### config.mk
export PLATFORM = sky130hd
export DESIGN_NAME = seq_detector
export DESIGN_NICKNAME = d
export VERILOG_FILES = /design/src/rtl/seq_detector.sv
export SDC_FILE = /design/constraint.sdc
export NUM_CORES = 1
export LEC_CHECK = 0
export ABC_AREA = 1
export CAP_MARGIN = 25
export CELL_PAD_IN_SITES_DETAIL_PLACEMENT = 1
export CELL_PAD_IN_SITES_GLOBAL_PLACEMENT = 1
export CORE_MARGIN = 3
export CORE_UTILIZATION = 33
export DETAILED_ROUTE_END_ITERATION = 8
export HOLD_SLACK_MARGIN = 0.12
export PLACE_DENSITY = 0.88
export SLEW_MARGIN = 40
export SYNTH_ARGS = -nofsm -noshare
export SYNTH_HDL_FRONTEND = slang
export SYNTH_SLANG_ARGS = --single-unit
### constraint.sdc
create_clock -name clk -period 3.25 [get_ports clk]
set_clock_uncertainty 0.15 [all_clocks]
set_input_delay 0.325 -clock clk [delete_from_list [all_inputs] [get_ports clk]]
set_output_delay 0.325 -clock clk [all_outputs]
set_load 0.02 [all_outputs]
### src/rtl/seq_detector.sv
// Serial pattern detector: shifts qualified bits into a window and pulses match when it equals a reloadable pattern.
// Optional saturating match counter is built only when SEQDET_MATCH_CNT_EN is defined.
module seq_detector #(
  parameter int              PAT_W   = 4,
  parameter logic [PAT_W-1:0] PAT_RST = 4'b1011,
  parameter bit              OVERLAP = 1'b1,
  parameter int              CNT_W   = 8
) (
  input  logic             clk,
  input  logic             rst_n,
  input  logic             in_valid,
  input  logic             in,
  input  logic             cfg_load,
  input  logic [PAT_W-1:0] cfg_pattern,
  input  logic             cnt_clr,
  output logic             match,
  output logic [CNT_W-1:0] match_cnt,
  output logic [1:0]       state_dbg
);

  typedef enum logic [1:0] {
    IDLE  = 2'b00,
    FILL  = 2'b01,
    ARMED = 2'b10,
    HIT   = 2'b11
  } state_t;

  localparam int FILL_W = $clog2(PAT_W + 1);
  localparam logic [FILL_W-1:0] FILL_MAX = FILL_W'(PAT_W);

  state_t             state_reg;
  logic [PAT_W-1:0]   win_reg;
  logic [PAT_W-1:0]   win_next;
  logic [PAT_W-1:0]   pattern_reg;
  logic [FILL_W-1:0]  fill_reg;
  logic [FILL_W-1:0]  fill_inc;
  logic               match_reg;
  logic               accept;
  logic               hit;

  assign accept = in_valid & ~cfg_load;

  generate
    if (PAT_W == 1) begin : g_win_single
      assign win_next = in;
    end else begin : g_win_shift
      assign win_next = {win_reg[PAT_W-2:0], in};
    end
  endgenerate

  assign fill_inc = (fill_reg == FILL_MAX) ? FILL_MAX : fill_reg + 1'b1;
  assign hit      = accept && (fill_inc == FILL_MAX) && (win_next == pattern_reg);

  // A HIT state behaves like ARMED or IDLE purely through fill, which is
  // flushed on a hit in non-overlapping mode.
  always_ff @(posedge clk) begin
    if (!rst_n) begin
      state_reg   <= IDLE;
      win_reg     <= '0;
      fill_reg    <= '0;
      pattern_reg <= PAT_RST;
      match_reg   <= 1'b0;
    end else if (cfg_load) begin
      pattern_reg <= cfg_pattern;
      fill_reg    <= '0;
      state_reg   <= IDLE;
      match_reg   <= 1'b0;
    end else if (accept) begin
      win_reg   <= win_next;
      match_reg <= hit;
      fill_reg  <= (hit && !OVERLAP) ? '0 : fill_inc;
      if (hit)
        state_reg <= HIT;
      else if (fill_inc == FILL_MAX)
        state_reg <= ARMED;
      else
        state_reg <= FILL;
    end else begin
      match_reg <= 1'b0;
      if (state_reg == HIT)
        state_reg <= OVERLAP ? ARMED : IDLE;
    end
  end

  assign match     = match_reg;
  assign state_dbg = state_reg;

`ifdef SEQDET_MATCH_CNT_EN
  logic [CNT_W-1:0] cnt_reg;

  // Counts on the same edge that raises match; clear wins over increment.
  always_ff @(posedge clk) begin
    if (!rst_n)
      cnt_reg <= '0;
    else if (cnt_clr)
      cnt_reg <= '0;
    else if (hit && (cnt_reg != {CNT_W{1'b1}}))
      cnt_reg <= cnt_reg + 1'b1;
  end

  assign match_cnt = cnt_reg;
`else
  logic unused_cnt_clr;
  assign unused_cnt_clr = cnt_clr;
  assign match_cnt      = '0;
`endif

endmodule
### Word level (Yosys, flattened, before mapping)

Index checks and enable logic that the tools add are counted.

* register bits: 13
* logic and storage cells: 25
* input bits: 10
* output and inout bits: 11

* reduce and logical (&&, ||, !) cells: 6
* bitwise gates (word level): 4
* mux-type cells: 5
* add/sub/neg operators: 1
* eq/ne operators: 4

Operators with widths (number)
* $mux W2: 4
* $eq A3 B3 Y1 const B: 2
* $eq A4 B4 Y1: 1
* $add A3 B1 Y3 const B: 1
* $mux W3: 1
* $not A1 Y1: 3
* $reduce_or A3 Y1: 1
* $eq A2 B2 Y1 const B: 1
* $logic_and A1 B1 Y1: 2
* $reduce_and A2 Y1: 1
* $reduce_bool A2 Y1: 1
* $reduce_or A2 Y1: 1
* $and A1 B1 Y1: 1

### Logic depth before layout (Yosys ltp)

* word-level depth: 7
* depth in mapped cells: 7

### Least setup slack after synthesis

OpenSTA, ideal clock, no wires.

* path type: register -> register
* start point: register fill_reg[0]
* end point: register state_reg[0], in the netlist state_dbg[0]
* setup slack: 1998 ps
* library setup time: 117 ps
* stages on the path, launching flop included: 7
* period minus slack after synthesis: 1252 ps
* arrival time: 985 ps
* path through: dfxtp_1 -> inv_1 -> ha_1 -> inv_1 -> nand3_1 -> nor2_1 -> a21oi_1

* cells in the longest elaborated chain, start to end: 7
* elaborated cells between the ends (all ways): 9
* those cells by class: 1 x add/sub; 2 x eq/ne; 4 x mux; 2 x reduce/logical

Ends and longest elaborated chain
* start: declaration: RTL line 35 `logic [FILL_W-1:0] fill_reg;`
* start signal: assignment: RTL line 71 `fill_reg <= (hit && !OVERLAP) ? '0 : fill_inc;`
* $add A3 B1 Y3 / $eq A3 B3 Y1 (equally long branches): RTL line 51 `assign fill_inc = (fill_reg == FILL_MAX) ? FILL_MAX : fill_reg + 1'b1;`
* $mux W3 *: RTL line 51
* via fill_inc[1]: RTL line 36 `logic [FILL_W-1:0] fill_inc;`
* $eq A3 B3 Y1 *: RTL line 52, 74
* $logic_and A1 B1 Y1 (2 in series): RTL line 52 `assign hit = accept && (fill_inc == FILL_MAX) && (win_next == pattern_reg);`
* $mux W2 *: RTL line 72 `if (hit)`
* $mux W2 *: RTL line 68 `end else if (accept) begin`
* end signal: assignment: RTL line 81 `state_reg <= OVERLAP ? ARMED : IDLE;`
* end: declaration: RTL line 31 `state_t state_reg;`

The timed path passes the listed nets; every way through them passes the cells marked *.
A chain may end at the register's enable or synchronous reset.

### Final worst setup path

* start point: register state_reg[1], in the netlist state_dbg[1]
* end point: output state_dbg[1]

RTL lines
* end: declaration: RTL line 18 `output logic [1:0] state_dbg`

No word-level cell between the ends.

==> results.py <==
metrics = {
    "worst_setup_path": {
        "critPathArrivalTime_ns": 1.24,
        "setup.worst_path.end_class": "output pin",
        "path_cells": "clkdlybuf4s50_1",
        "crit_path_max_fanout": 3,
        "critPathLaunchType": "flop",
        "rr_worst_depth": 6,
        "critical_path_class": "flop to output pin",
        "crit_buf_inv": 1,
        "critPathSlowestCell": "clkdlybuf4s50_1",
        "cp.depth": 1,
        "required_ns": 2.77,
        "cpPeakStageDelay_ns": 0.61,
        "cp_top_family": "buffers and inverters",
    },
    "synth": {
        "ys_ff_latch": 13,
        "netlist_area_um2": 701,
        "yosysUniqueCellTypes": 19,
        "ys_seq_area_share_pct": 37.1,
        "yosys_warnings": 0,
        "avgSynthCellArea_um2": 7.08,
        "postSynthCellCount": 99,
    },
    "clock_tree": {
        "cts_tree": "built",
        "cts_setup_buffers": 0,
        "root_buffer": "clkbuf_4",
        "cts.sinks": 13,
        "insertion_delay_ns": 0.27,
        "ctsHoldBuffers": 0,
        "h-tree-depth": 1,
        "post_cts_resized": 0,
        "path_clk_slew_ns": 0.08,
        "cts_buffer_depth": 2,
        "cts_buffers": 3,
    },
    "floorplanning": {
        "fp.dieW_um": 52.1,
        "std_cell_rows": 16,
        "ioPinCount": 21,
        "die_h_um": 52.1,
        "start_util_pct": 35.4,
        "die_area_um2": 2710,
        "core_area_um2": 1980,
    },
    "timing": {
        "setup_violations": 0,
        "fin_tns_setup_ns": 0,
        "fmaxAchievable_mhz": 582,
        "hold_viol_final": 0,
        "slew_viol_final": 0,
        "rsz0062_at_grt": "no",
        "post-route-period-util_pct": 52.9,
        "period_minus_slack_ns": 1.72,
    },
    "routing": {
        "final_antenna_net_count": 0,
        "via_per_inst": 4.46,
        "vias": 625,
        "drt-pass1-iter-count": 4,
        "wl_um": 1450,
        "routedWlPerCell_um": 10.3,
        "drtIter0Drc": 4,
        "post-route-drc-count": 0,
    },
    "place": {
        "dp_hpwl_um": 1190,
        "gp_congestion": 0.816,
        "io_buffers": 11,
        "dp_cells": 136,
    },
    "finish": {
        "area_growth_pct": 19.5,
        "final_common_cell": "nand2_1",
        "layout_common_cells": "nand2_1 (21), inv_1 (19), dfxtp_1 (13), clkdlybuf4s50_1 (11)",
        "final-instance-count-excl-fill": 140,
        "nNetsFinal": 126,
        "largest_register_ffs": 4,
        "drive_above_1_share_pct": 9.73,
        "diodes": 0,
    },
    "worst_hold_path": {
        "hold_class": "flop to flop",
        "min_path_cells": 2,
    },
    "global_route": {
        "grt_max_degree": 9,
        "grt_first_pass_wirelength_um": 2440,
        "first_global_vias": 584,
        "overflow": 0,
        "antenna_found_initial": 0,
        "grt_usage_pct": 12.3,
    },
    "status": {
        "status": "finished clean",
    },
    "power_and_ir_drop": {
        "powerDensity_nw_per_um2": 397,
        "p_leak_nw": 0.401,
        "vdd_ir_drop_max_uv": 199,
        "finalPower_w": 0.000332,
    },
    "flow_run": {
        "maxCapViolations": 0,
    },
}
## logic make-up after synthesis
family                   after synthesis  synth area share, %
AND/OR/NAND/NOR                       34                 22.5
buffers and inverters                 28                 19.3
AO/OA/AOI/OAI                         21                 17.0
flip-flops                            13                 37.1
adder cells (fa/ha/maj)                2                 3.57
other                                  1                0.535
## area by class of cell
type / instances / area (um^2)
Timing Repair Buffer: 11 / 110
Sequential cell: 13 / 260
Inverter: 20 / 75.1
Fill cell: 269 / 1140
Multi-Input combinational cell: 65 / 332
Clock buffer: 4 / 26.3
Tap cell: 27 / 33.8
## routing by layer
metal	wire (um)	track usage, %	share of wire, %	vias to the layer above
met3	66	2.58	4.6	2
met1	619	14.5	43	288
li1	-	-	-	321
met5	0	0	0	-
met4	16	5.68	1.1	0
met2	745	20.9	51	14
## cell usage after synthesis
library cell	count	area [um^2]
nor2_1	5	18.8
o211ai_1	1	7.51
ha_1	2	25.0
nor2_4	1	11.3
nor2_2	1	6.26
inv_1	19	71.3
inv_2	1	3.75
nand2_4	1	11.3
a21oi_1	9	45.0
dfxtp_1	13	260
nand3_2	1	10.0
buf_4	8	60.1
a21oi_2	1	8.76
nand2_2	1	6.26
nand3_1	3	15.0
a211oi_2	1	12.5
o21ai_0	9	45.0
nand2_1	21	78.8
conb_1	1	3.75
## worst paths after layout
path	startpoint	endpoint	slack, ns
setup / recovery	state_dbg[1]$_SDFFE_PP0P_	state_dbg[1]	1.53
hold / removal	win_reg[2]$_SDFFE_PN0P_	win_reg[2]$_SDFFE_PN0P_	0.33
setup reg to reg	fill_reg[0]$_SDFFE_PP0P_	state_dbg[0]$_SDFFE_PP0P_	1.89
hold reg to reg	win_reg[2]$_SDFFE_PN0P_	win_reg[2]$_SDFFE_PN0P_	0.33
## stage by stage
step / setup WS (ns) / instance area (um^2) / hold WS (ns) / util (%)
global placement: 1.52 / 811 / 0.306 / 40.9
global route: 1.46 / 837 / 0.370 / 42.2
finish: 1.53 / 837 / 0.334 / 42.2
floorplan: 2.00 / 727 / 0.275 / -
detailed placement: 1.48 / 811 / 0.321 / 40.9
CTS: 1.51 / 837 / 0.337 / 42.2
## report_power, final
| group | leakage [nW] | switching (W) | total, W | internal (W) |
|---|---|---|---|---|
| combinational | 0.279 | 0.0000381 | 0.0000603 | 0.0000223 |
| sequential | 0.107 | 0.00000465 | 0.000172 | 0.000167 |
| clock | 0.0150 | 0.0000525 | 0.000100 | 0.0000474 |
Power figures use the tool's default switching activity.
